<file path="config.mk">
export PLATFORM = sky130hd
export DESIGN_NAME = fetch_ctrl_flat
export DESIGN_NICKNAME = d
export VERILOG_FILES = /design/src/rtl/fetch_ctrl_pkg.sv /design/src/rtl/fetch_ctrl_if.sv /design/src/rtl/fetch_ctrl_skid.sv /design/src/rtl/fetch_ctrl.sv /design/src/flat_wrapper.sv
export SDC_FILE = /design/constraint.sdc
export NUM_CORES = 1
export LEC_CHECK = 0
export ABC_AREA = 1
export BUFFER_PORTS_ARGS = -buffer_cell sky130_fd_sc_hd__buf_4
export CAP_MARGIN = 10
export CORE_MARGIN = 10
export CORE_UTILIZATION = 25
export DETAILED_ROUTE_END_ITERATION = 16
export REMOVE_ABC_BUFFERS = 1
export SLEW_MARGIN = 5
export SYNTH_ARGS = -nofsm -noshare
export SYNTH_HDL_FRONTEND = slang
export SYNTH_SLANG_ARGS = --single-unit
</file>
<file path="constraint.sdc">
create_clock -name clk -period 5.3 [get_ports clk]
set_input_delay 0 -clock clk [delete_from_list [all_inputs] [get_ports clk]]
set_output_delay 0 -clock clk [all_outputs]
set_load 0.03 [all_outputs]
</file>
<file path="src/rtl/fetch_ctrl_pkg.sv">
// Shared fetch-path helpers: byte/word address conversion.
// Used by fetch_ctrl and its skid sub-module.
package fetch_ctrl_pkg;

    localparam int INSTR_ALIGN_BITS = 2;

    function automatic logic [63:0] byte_to_word(input logic [63:0] addr);
        return addr >> INSTR_ALIGN_BITS;
    endfunction

endpackage

</file>
<file path="src/rtl/fetch_ctrl_if.sv">
// Fetch/decode/redirect signal bundle around fetch_ctrl.
// slave = fetch_ctrl side, master = environment (fetch, execute, decode).
interface fetch_ctrl_if #(
    parameter int BUS_WIDTH     = 64,
    parameter int INSTR_MEM_LEN = 15,
    parameter int INSTR_WIDTH   = 32,
    parameter int CNT_WIDTH     = 32
);
    logic [BUS_WIDTH-1:0]     f_pc;
    logic [INSTR_WIDTH-1:0]   f_instr;
    logic                     f_stall;
    logic                     f_imm_pc;
    logic [INSTR_MEM_LEN-1:0] f_next_imm_pc;
    logic                     redirect_valid;
    logic [BUS_WIDTH-1:0]     redirect_target;
    logic                     d_valid;
    logic                     d_ready;
    logic [BUS_WIDTH-1:0]     d_pc;
    logic [INSTR_WIDTH-1:0]   d_instr;
    logic                     redirect_err;
    logic [CNT_WIDTH-1:0]     n_fetched;
    logic [CNT_WIDTH-1:0]     n_squashed;

    modport slave (
        input  f_pc, f_instr, redirect_valid, redirect_target, d_ready,
        output f_stall, f_imm_pc, f_next_imm_pc, d_valid, d_pc, d_instr,
               redirect_err, n_fetched, n_squashed
    );

    modport master (
        output f_pc, f_instr, redirect_valid, redirect_target, d_ready,
        input  f_stall, f_imm_pc, f_next_imm_pc, d_valid, d_pc, d_instr,
               redirect_err, n_fetched, n_squashed
    );
endinterface

</file>
<file path="src/rtl/fetch_ctrl_skid.sv">
// Holds the BRAM word across a stall, since the BRAM keeps reading ahead of pc.
// Latency 0 (mux); captures on the first stalled edge, released when the stall ends.
module fetch_ctrl_skid
    import fetch_ctrl_pkg::*;
#(
    parameter int INSTR_WIDTH = 32
) (
    input  logic                   clk,
    input  logic                   rst,
    input  logic                   stall_i,
    input  logic                   flush_i,
    input  logic [INSTR_WIDTH-1:0] f_instr_i,
    output logic [INSTR_WIDTH-1:0] d_instr_o
);
    logic                   hold_valid_q, hold_valid_d;
    logic [INSTR_WIDTH-1:0] hold_instr_q, hold_instr_d;

    always_comb begin
        hold_valid_d = hold_valid_q;
        hold_instr_d = hold_instr_q;
        if (flush_i || !stall_i) begin
            hold_valid_d = 1'b0;
        end else if (!hold_valid_q) begin
            hold_valid_d = 1'b1;
            hold_instr_d = f_instr_i;
        end
    end

    always_ff @(posedge clk or posedge rst) begin
        if (rst) begin
            hold_valid_q <= 1'b0;
            hold_instr_q <= '0;
        end else begin
            hold_valid_q <= hold_valid_d;
            hold_instr_q <= hold_instr_d;
        end
    end

    assign d_instr_o = hold_valid_q ? hold_instr_q : f_instr_i;
endmodule

</file>
<file path="src/rtl/fetch_ctrl.sv">
// Fetch control: realigns pc with 1-cycle BRAM data, squashes after redirects.
// Latency 1 cycle fetch->decode; d_ready low stalls fetch, a redirect overrides the stall.
module fetch_ctrl
    import fetch_ctrl_pkg::*;
#(
    parameter int BUS_WIDTH     = 64,
    parameter int INSTR_MEM_LEN = 15,
    parameter int INSTR_WIDTH   = 32,
    parameter int CNT_WIDTH     = 32
) (
    input logic          clk,
    input logic          rst,
    fetch_ctrl_if.slave  bus
);
    logic [63:0]          tgt_word;
    logic                 tgt_legal;
    logic                 acc_redirect;
    logic                 stall;

    logic [BUS_WIDTH-1:0] pc_q, pc_d;
    logic                 vld_q, vld_d;
    logic                 err_q, err_d;
    logic [CNT_WIDTH-1:0] nf_q, nf_d;
    logic [CNT_WIDTH-1:0] ns_q, ns_d;

    // Legal: word aligned and inside the instruction memory.
    assign tgt_word     = byte_to_word(64'(bus.redirect_target));
    assign tgt_legal    = (bus.redirect_target[INSTR_ALIGN_BITS-1:0] == '0) &&
                          (tgt_word[63:INSTR_MEM_LEN] == '0);
    assign acc_redirect = ~rst & bus.redirect_valid & tgt_legal;
    assign stall        = ~rst & vld_q & ~bus.d_ready & ~acc_redirect;

    always_comb begin
        pc_d  = pc_q;
        vld_d = vld_q;
        err_d = err_q;
        nf_d  = nf_q;
        ns_d  = ns_q;
        if (!stall) begin
            pc_d  = bus.f_pc;
            vld_d = ~acc_redirect;
        end
        if (bus.redirect_valid && !tgt_legal)
            err_d = 1'b1;
        if (vld_q && bus.d_ready && !acc_redirect)
            nf_d = nf_q + CNT_WIDTH'(1);
        if (acc_redirect)
            ns_d = ns_q + CNT_WIDTH'(1);
    end

    always_ff @(posedge clk or posedge rst) begin
        if (rst) begin
            pc_q  <= '0;
            vld_q <= 1'b0;
            err_q <= 1'b0;
            nf_q  <= '0;
            ns_q  <= '0;
        end else begin
            pc_q  <= pc_d;
            vld_q <= vld_d;
            err_q <= err_d;
            nf_q  <= nf_d;
            ns_q  <= ns_d;
        end
    end

    fetch_ctrl_skid #(
        .INSTR_WIDTH (INSTR_WIDTH)
    ) u_skid (
        .clk       (clk),
        .rst       (rst),
        .stall_i   (stall),
        .flush_i   (acc_redirect),
        .f_instr_i (bus.f_instr),
        .d_instr_o (bus.d_instr)
    );

    assign bus.f_stall       = stall;
    assign bus.f_imm_pc      = acc_redirect;
    assign bus.f_next_imm_pc = tgt_word[INSTR_MEM_LEN-1:0];
    assign bus.d_valid       = vld_q;
    assign bus.d_pc          = pc_q;
    assign bus.redirect_err  = err_q;
    assign bus.n_fetched     = nf_q;
    assign bus.n_squashed    = ns_q;
endmodule

</file>
<file path="src/flat_wrapper.sv">
// flat-port wrapper written by rule: the top's interface ports become plain ports
module fetch_ctrl_flat import fetch_ctrl_pkg::*;
#(
    parameter int BUS_WIDTH     = 64,
    parameter int INSTR_MEM_LEN = 15,
    parameter int INSTR_WIDTH   = 32,
    parameter int CNT_WIDTH     = 32
)
  (clk, rst, bus_f_pc, bus_f_instr, bus_redirect_valid, bus_redirect_target, bus_d_ready, bus_f_stall, bus_f_imm_pc, bus_f_next_imm_pc, bus_d_valid, bus_d_pc, bus_d_instr, bus_redirect_err, bus_n_fetched, bus_n_squashed);
  fetch_ctrl_if #(.BUS_WIDTH(BUS_WIDTH), .INSTR_MEM_LEN(INSTR_MEM_LEN), .INSTR_WIDTH(INSTR_WIDTH), .CNT_WIDTH(CNT_WIDTH)) bus_i ();
  input logic clk;
  input logic rst;
  input wire logic [$bits(bus_i.f_pc)-1:0] bus_f_pc;
  input wire logic [$bits(bus_i.f_instr)-1:0] bus_f_instr;
  input wire logic [$bits(bus_i.redirect_valid)-1:0] bus_redirect_valid;
  input wire logic [$bits(bus_i.redirect_target)-1:0] bus_redirect_target;
  input wire logic [$bits(bus_i.d_ready)-1:0] bus_d_ready;
  output wire logic [$bits(bus_i.f_stall)-1:0] bus_f_stall;
  output wire logic [$bits(bus_i.f_imm_pc)-1:0] bus_f_imm_pc;
  output wire logic [$bits(bus_i.f_next_imm_pc)-1:0] bus_f_next_imm_pc;
  output wire logic [$bits(bus_i.d_valid)-1:0] bus_d_valid;
  output wire logic [$bits(bus_i.d_pc)-1:0] bus_d_pc;
  output wire logic [$bits(bus_i.d_instr)-1:0] bus_d_instr;
  output wire logic [$bits(bus_i.redirect_err)-1:0] bus_redirect_err;
  output wire logic [$bits(bus_i.n_fetched)-1:0] bus_n_fetched;
  output wire logic [$bits(bus_i.n_squashed)-1:0] bus_n_squashed;
  assign bus_i.f_pc = bus_f_pc;
  assign bus_i.f_instr = bus_f_instr;
  assign bus_i.redirect_valid = bus_redirect_valid;
  assign bus_i.redirect_target = bus_redirect_target;
  assign bus_i.d_ready = bus_d_ready;
  assign bus_f_stall = bus_i.f_stall;
  assign bus_f_imm_pc = bus_i.f_imm_pc;
  assign bus_f_next_imm_pc = bus_i.f_next_imm_pc;
  assign bus_d_valid = bus_i.d_valid;
  assign bus_d_pc = bus_i.d_pc;
  assign bus_d_instr = bus_i.d_instr;
  assign bus_redirect_err = bus_i.redirect_err;
  assign bus_n_fetched = bus_i.n_fetched;
  assign bus_n_squashed = bus_i.n_squashed;
  fetch_ctrl #(.BUS_WIDTH(BUS_WIDTH), .INSTR_MEM_LEN(INSTR_MEM_LEN), .INSTR_WIDTH(INSTR_WIDTH), .CNT_WIDTH(CNT_WIDTH)) u_core (.clk(clk), .rst(rst), .bus(bus_i));
endmodule
</file>
==> reports/summary.txt <==
OUTCOME
-------------------------------------------------------------------------------------------------
Result of the run                                                                       completed

GLOBAL ROUTE
-------------------------------------------------------------------------------------------------
Global routing met3 resource utilization                                                   4.922%
Vias in the first global route                                                               9222
Total overflow reported by the global router                                                    0
Global-route layer with the greatest usage                                                   met2
Number of antenna violations at the first check in global routing                               0
Global-route usage over all layers                                                         14.69%
Wire length of the first global-routing pass                                             50270 um
Met1 Usage GRT                                                                             17.96%
Largest net degree at the start of global routing                                              68
GR met2 Demand/Resource                                                                    24.45%

FINISH
-------------------------------------------------------------------------------------------------
Final-stage net count                                                                        1709
Non-Filler Instances                                                                         2011
Total area of sequential cells                                                          4079 um^2
Multi-input gate area in the final layout                                               4068 um^2
Layout cells sized above 1                                                                 24.55%
Fillers                                                                                      3506
Layout Area Growth over Synthesis                                                          48.24%
Antenna Diode Count                                                                             0

TIMING
-------------------------------------------------------------------------------------------------
Setup Viol. Count Final                                                                         0
Final worst-path cycle share                                                               64.01%
Slew at the pin with the worst max-slew slack                                           0.8723 ns
Rel. slew slack                                                                            41.70%
Shortest period the worst path allows                                                    3.393 ns
Endpoints failing hold                                                                          0
Achievable frequency                                                                   0.2948 GHz
Slew Limit Fails                                                                                0
Hold slack                                                                           0.0002528 ns
Worst Skew                                                                             0.01602 ns
Total negative slack for setup checks                                                        0 ns
Unrepaired setup endpoints after global routing                                             false

PLACE
-------------------------------------------------------------------------------------------------
Placed cell count                                                                            1881
Final weighted congestion in routability-driven placement                                  0.8688
Total of buffers placed on input and output ports                                             312
HPWL after detailed placement                                                            22160 um

SYNTH
-------------------------------------------------------------------------------------------------
Part of the Yosys area used for sequential elements                                        46.95%
Syn_area_per_cell                                                                      7.426 um^2
Largest cells by area after synthesis                                                sky130_fd_sc_hd__dfrtp_1 47%, sky130_fd_sc_hd__nand2_1 23%, sky130_fd_sc_hd__nand3_1 8.6%
Gate Count Post-Synth                                                                        1170
Area share of the largest cell type after synthesis                                        46.95%
Post-synthesis register bit count                                                             163
Library cell occupying the most area in the post-synthesis netlist                   sky130_fd_sc_hd__dfrtp_1
Synth warn                                                                                      0
Cell area after synthesis                                                               8688 um^2
Number of distinct library cell variants in the gate-level netlist after synthesis             29

CTS
-------------------------------------------------------------------------------------------------
Worst-skew pair later-pin latency                                                         0.44 ns
Clock buffer depth                                                                              2
CTS Root Buffer Type                                                                 sky130_fd_sc_hd__clkbuf_16
TritonCTS buffer count                                                                         17
TritonCTS clock tree                                                                         done
Post-CTS Resized                                                                                0
H-tree depth                                                                                    4
Number of clock sinks seen by CTS                                                             163

ROUTE
-------------------------------------------------------------------------------------------------
Vias per inst                                                                               4.440
Routed wire per std cell                                                                 15.64 um
Drt first pass iters                                                                            5
Starting DRC count in detailed routing                                                        456
Vias after detailed routing                                                                  8929
WL final                                                                                 31460 um
Post-route DRC violation count                                                                  0
Final antenna-violating net count                                                               0

WORST SETUP PATH
-------------------------------------------------------------------------------------------------
Endpoint kind of the worst setup timing path                                           output pin
Critical path class                                                                     in -> out
Arrival time at the worst endpoint                                                        3.39 ns
Kind of start point of the critical path                                             primary input
Top fanout value on the critical path                                                          65
Data required time at the worst endpoint                                                  5.30 ns
R2R Setup Slk                                                                             2.91 ns
Depth of the most critical reg-to-reg path                                                      5
Reg2reg start                                                                        u_core.bus.d_valid
End of the worst register-to-register path                                           u_core.bus.n_fetched[23]
Critical Path Source                                                                          rst

WORST HOLD PATH
-------------------------------------------------------------------------------------------------
Hold Path End                                                                        bus_f_next_imm_pc[8]
Hold Path Stages                                                                                0
Startpoint of the worst hold path                                                    bus_redirect_target[10]
Hold Path Class                                                                         in -> out

FLOORPLAN
-------------------------------------------------------------------------------------------------
Die Footprint                                                                          42610 um^2
Height of the chip                                                                       206.4 um
Row Count                                                                                      68
IO Pins                                                                                       343
Placeable core region                                                                  34460 um^2
Die boundary width                                                                       206.4 um
Effective utilization at floorplan                                                         25.21%

PWR
-------------------------------------------------------------------------------------------------
Reported leakage power                                                                   6.459 nW
Power per unit of standard cell area                                                 263.3 nW/um^2
Worst vdd ir                                                                             203.1 uV

JOB
-------------------------------------------------------------------------------------------------
Max-capacitance violation count                                                                 0

-- cells in the mapped netlist (all sizes together) --
library cell,number
nand3b,10
o21ai,5
nand4,4
ha,2
or2,1
a21o,1
buf,56
mux2,32
and2,1
nand3,150
nor3,3
dfrtp,163
xnor2,13
nor2,127
nor2b,1
clkbuf,8
clkinv,1
nand2,528
xor2,18
inv,46
-- final cells by class --
cell class | instances | share of cell area (%)
sequential | 163 | 31.67
multi-input combinational | 896 | 31.58
timing repair buffer | 418 | 26.27
tap | 455 | 4.420
clock buffer | 19 | 3.517
inverter | 47 | 1.409
clock inverter | 13 | 1.137
-- worst max-delay path, stage by stage --
cell,delay [ns]
sky130_fd_sc_hd__dlygate4sd3_1,0.53
sky130_fd_sc_hd__buf_4,0.15
sky130_fd_sc_hd__inv_6,0.43
sky130_fd_sc_hd__nand2_1,0.10
sky130_fd_sc_hd__inv_1,0.12
sky130_fd_sc_hd__nand3_4,0.43
sky130_fd_sc_hd__nand2_4,0.62
sky130_fd_sc_hd__buf_4,0.58
sky130_fd_sc_hd__inv_1,0.13
sky130_fd_sc_hd__buf_4,0.20
-- timing repair --
| item | CTS | global route |
|---|---|---|
| buffers inserted | 0 | 0 |
| endpoints found under the hold margin | 158 | 0 |
| hold buffers | 98 | 0 |
-- worst max-delay path by stage --
stage / endpoint / slack (ns) / cells after the start
2_1_floorplan: u_core.u_skid.hold_valid_q / -2.55 / 6
3_3_place_gp: bus_f_stall / 2.35 / 9
3_5_place_dp: bus_f_stall / 2.38 / 9
5_1_grt: bus_f_stall / 1.52 / 10
4_1_cts: bus_f_stall / 1.83 / 10
6_report: bus_f_stall / 1.91 / 10
-- through the flow --
stage               worst slack, ns  area (um^2)  total power [mW]  utilization [%]
global route                  1.522        12880             3.553            37.38
floorplan                    -2.552         8305             1.765                -
finish                        1.907        12880             3.391            37.38
detailed placement            2.379        11300             2.068            32.79
global placement              2.346        11300             2.059            32.79
CTS                           1.832        12880             3.444            37.38
-- power breakdown --
group	internal [mW]	switching (mW)	total (mW)
Combinational	0.300	0.393	0.694
Sequential	1.34	0.0697	1.41
Clock	0.726	0.564	1.29
Total	2.36	1.03	3.39
-- routing by layer --
layer	vias to the layer above	wire length, um
li1	4403	-
met1	4246	13380
met2	267	15410
met3	13	2376
met4	0	294
met5	-	0
-- sequential cells by signal (all words and copies together) (netlist names) --
| register | flops |
|---|---|
| u_core.u_skid.hold_valid_q | 1 |
| u_core.bus.d_valid | 1 |
| u_core.u_skid.hold_instr_q | 32 |
| u_core.bus.n_squashed | 32 |
| u_core.bus.d_pc | 64 |
| u_core.bus.redirect_err | 1 |
| u_core.bus.n_fetched | 32 |
-- layout by cell type (no fill, tap or decap), drive strengths merged, types with 2 or more instances in the layout --
cell type    instances
inv                 50
clkinvlp             2
nand3              150
ha                   2
nand4                4
nor3                 3
xnor2               13
dlygate4sd3         98
xor2                18
nor2               127
bufinv               2
clkbuf              19
nand3b              10
buf                320
clkinv               6
mux2                32
dfrtp              163
o21ai                5
nand2              528
-- logic make-up after synthesis --
kind of cell	Yosys count	share of synthesized area [%]
XOR/XNOR	31	3.125
buffers and inverters	111	6.437
AND/OR/NAND/NOR	825	38.68
adder cells (fa/ha/maj)	2	0.2880
multiplexers	32	4.148
flip-flops	163	46.95
AO/OA/AOI/OAI	6	0.3744
Power figures use the tool's default switching activity.
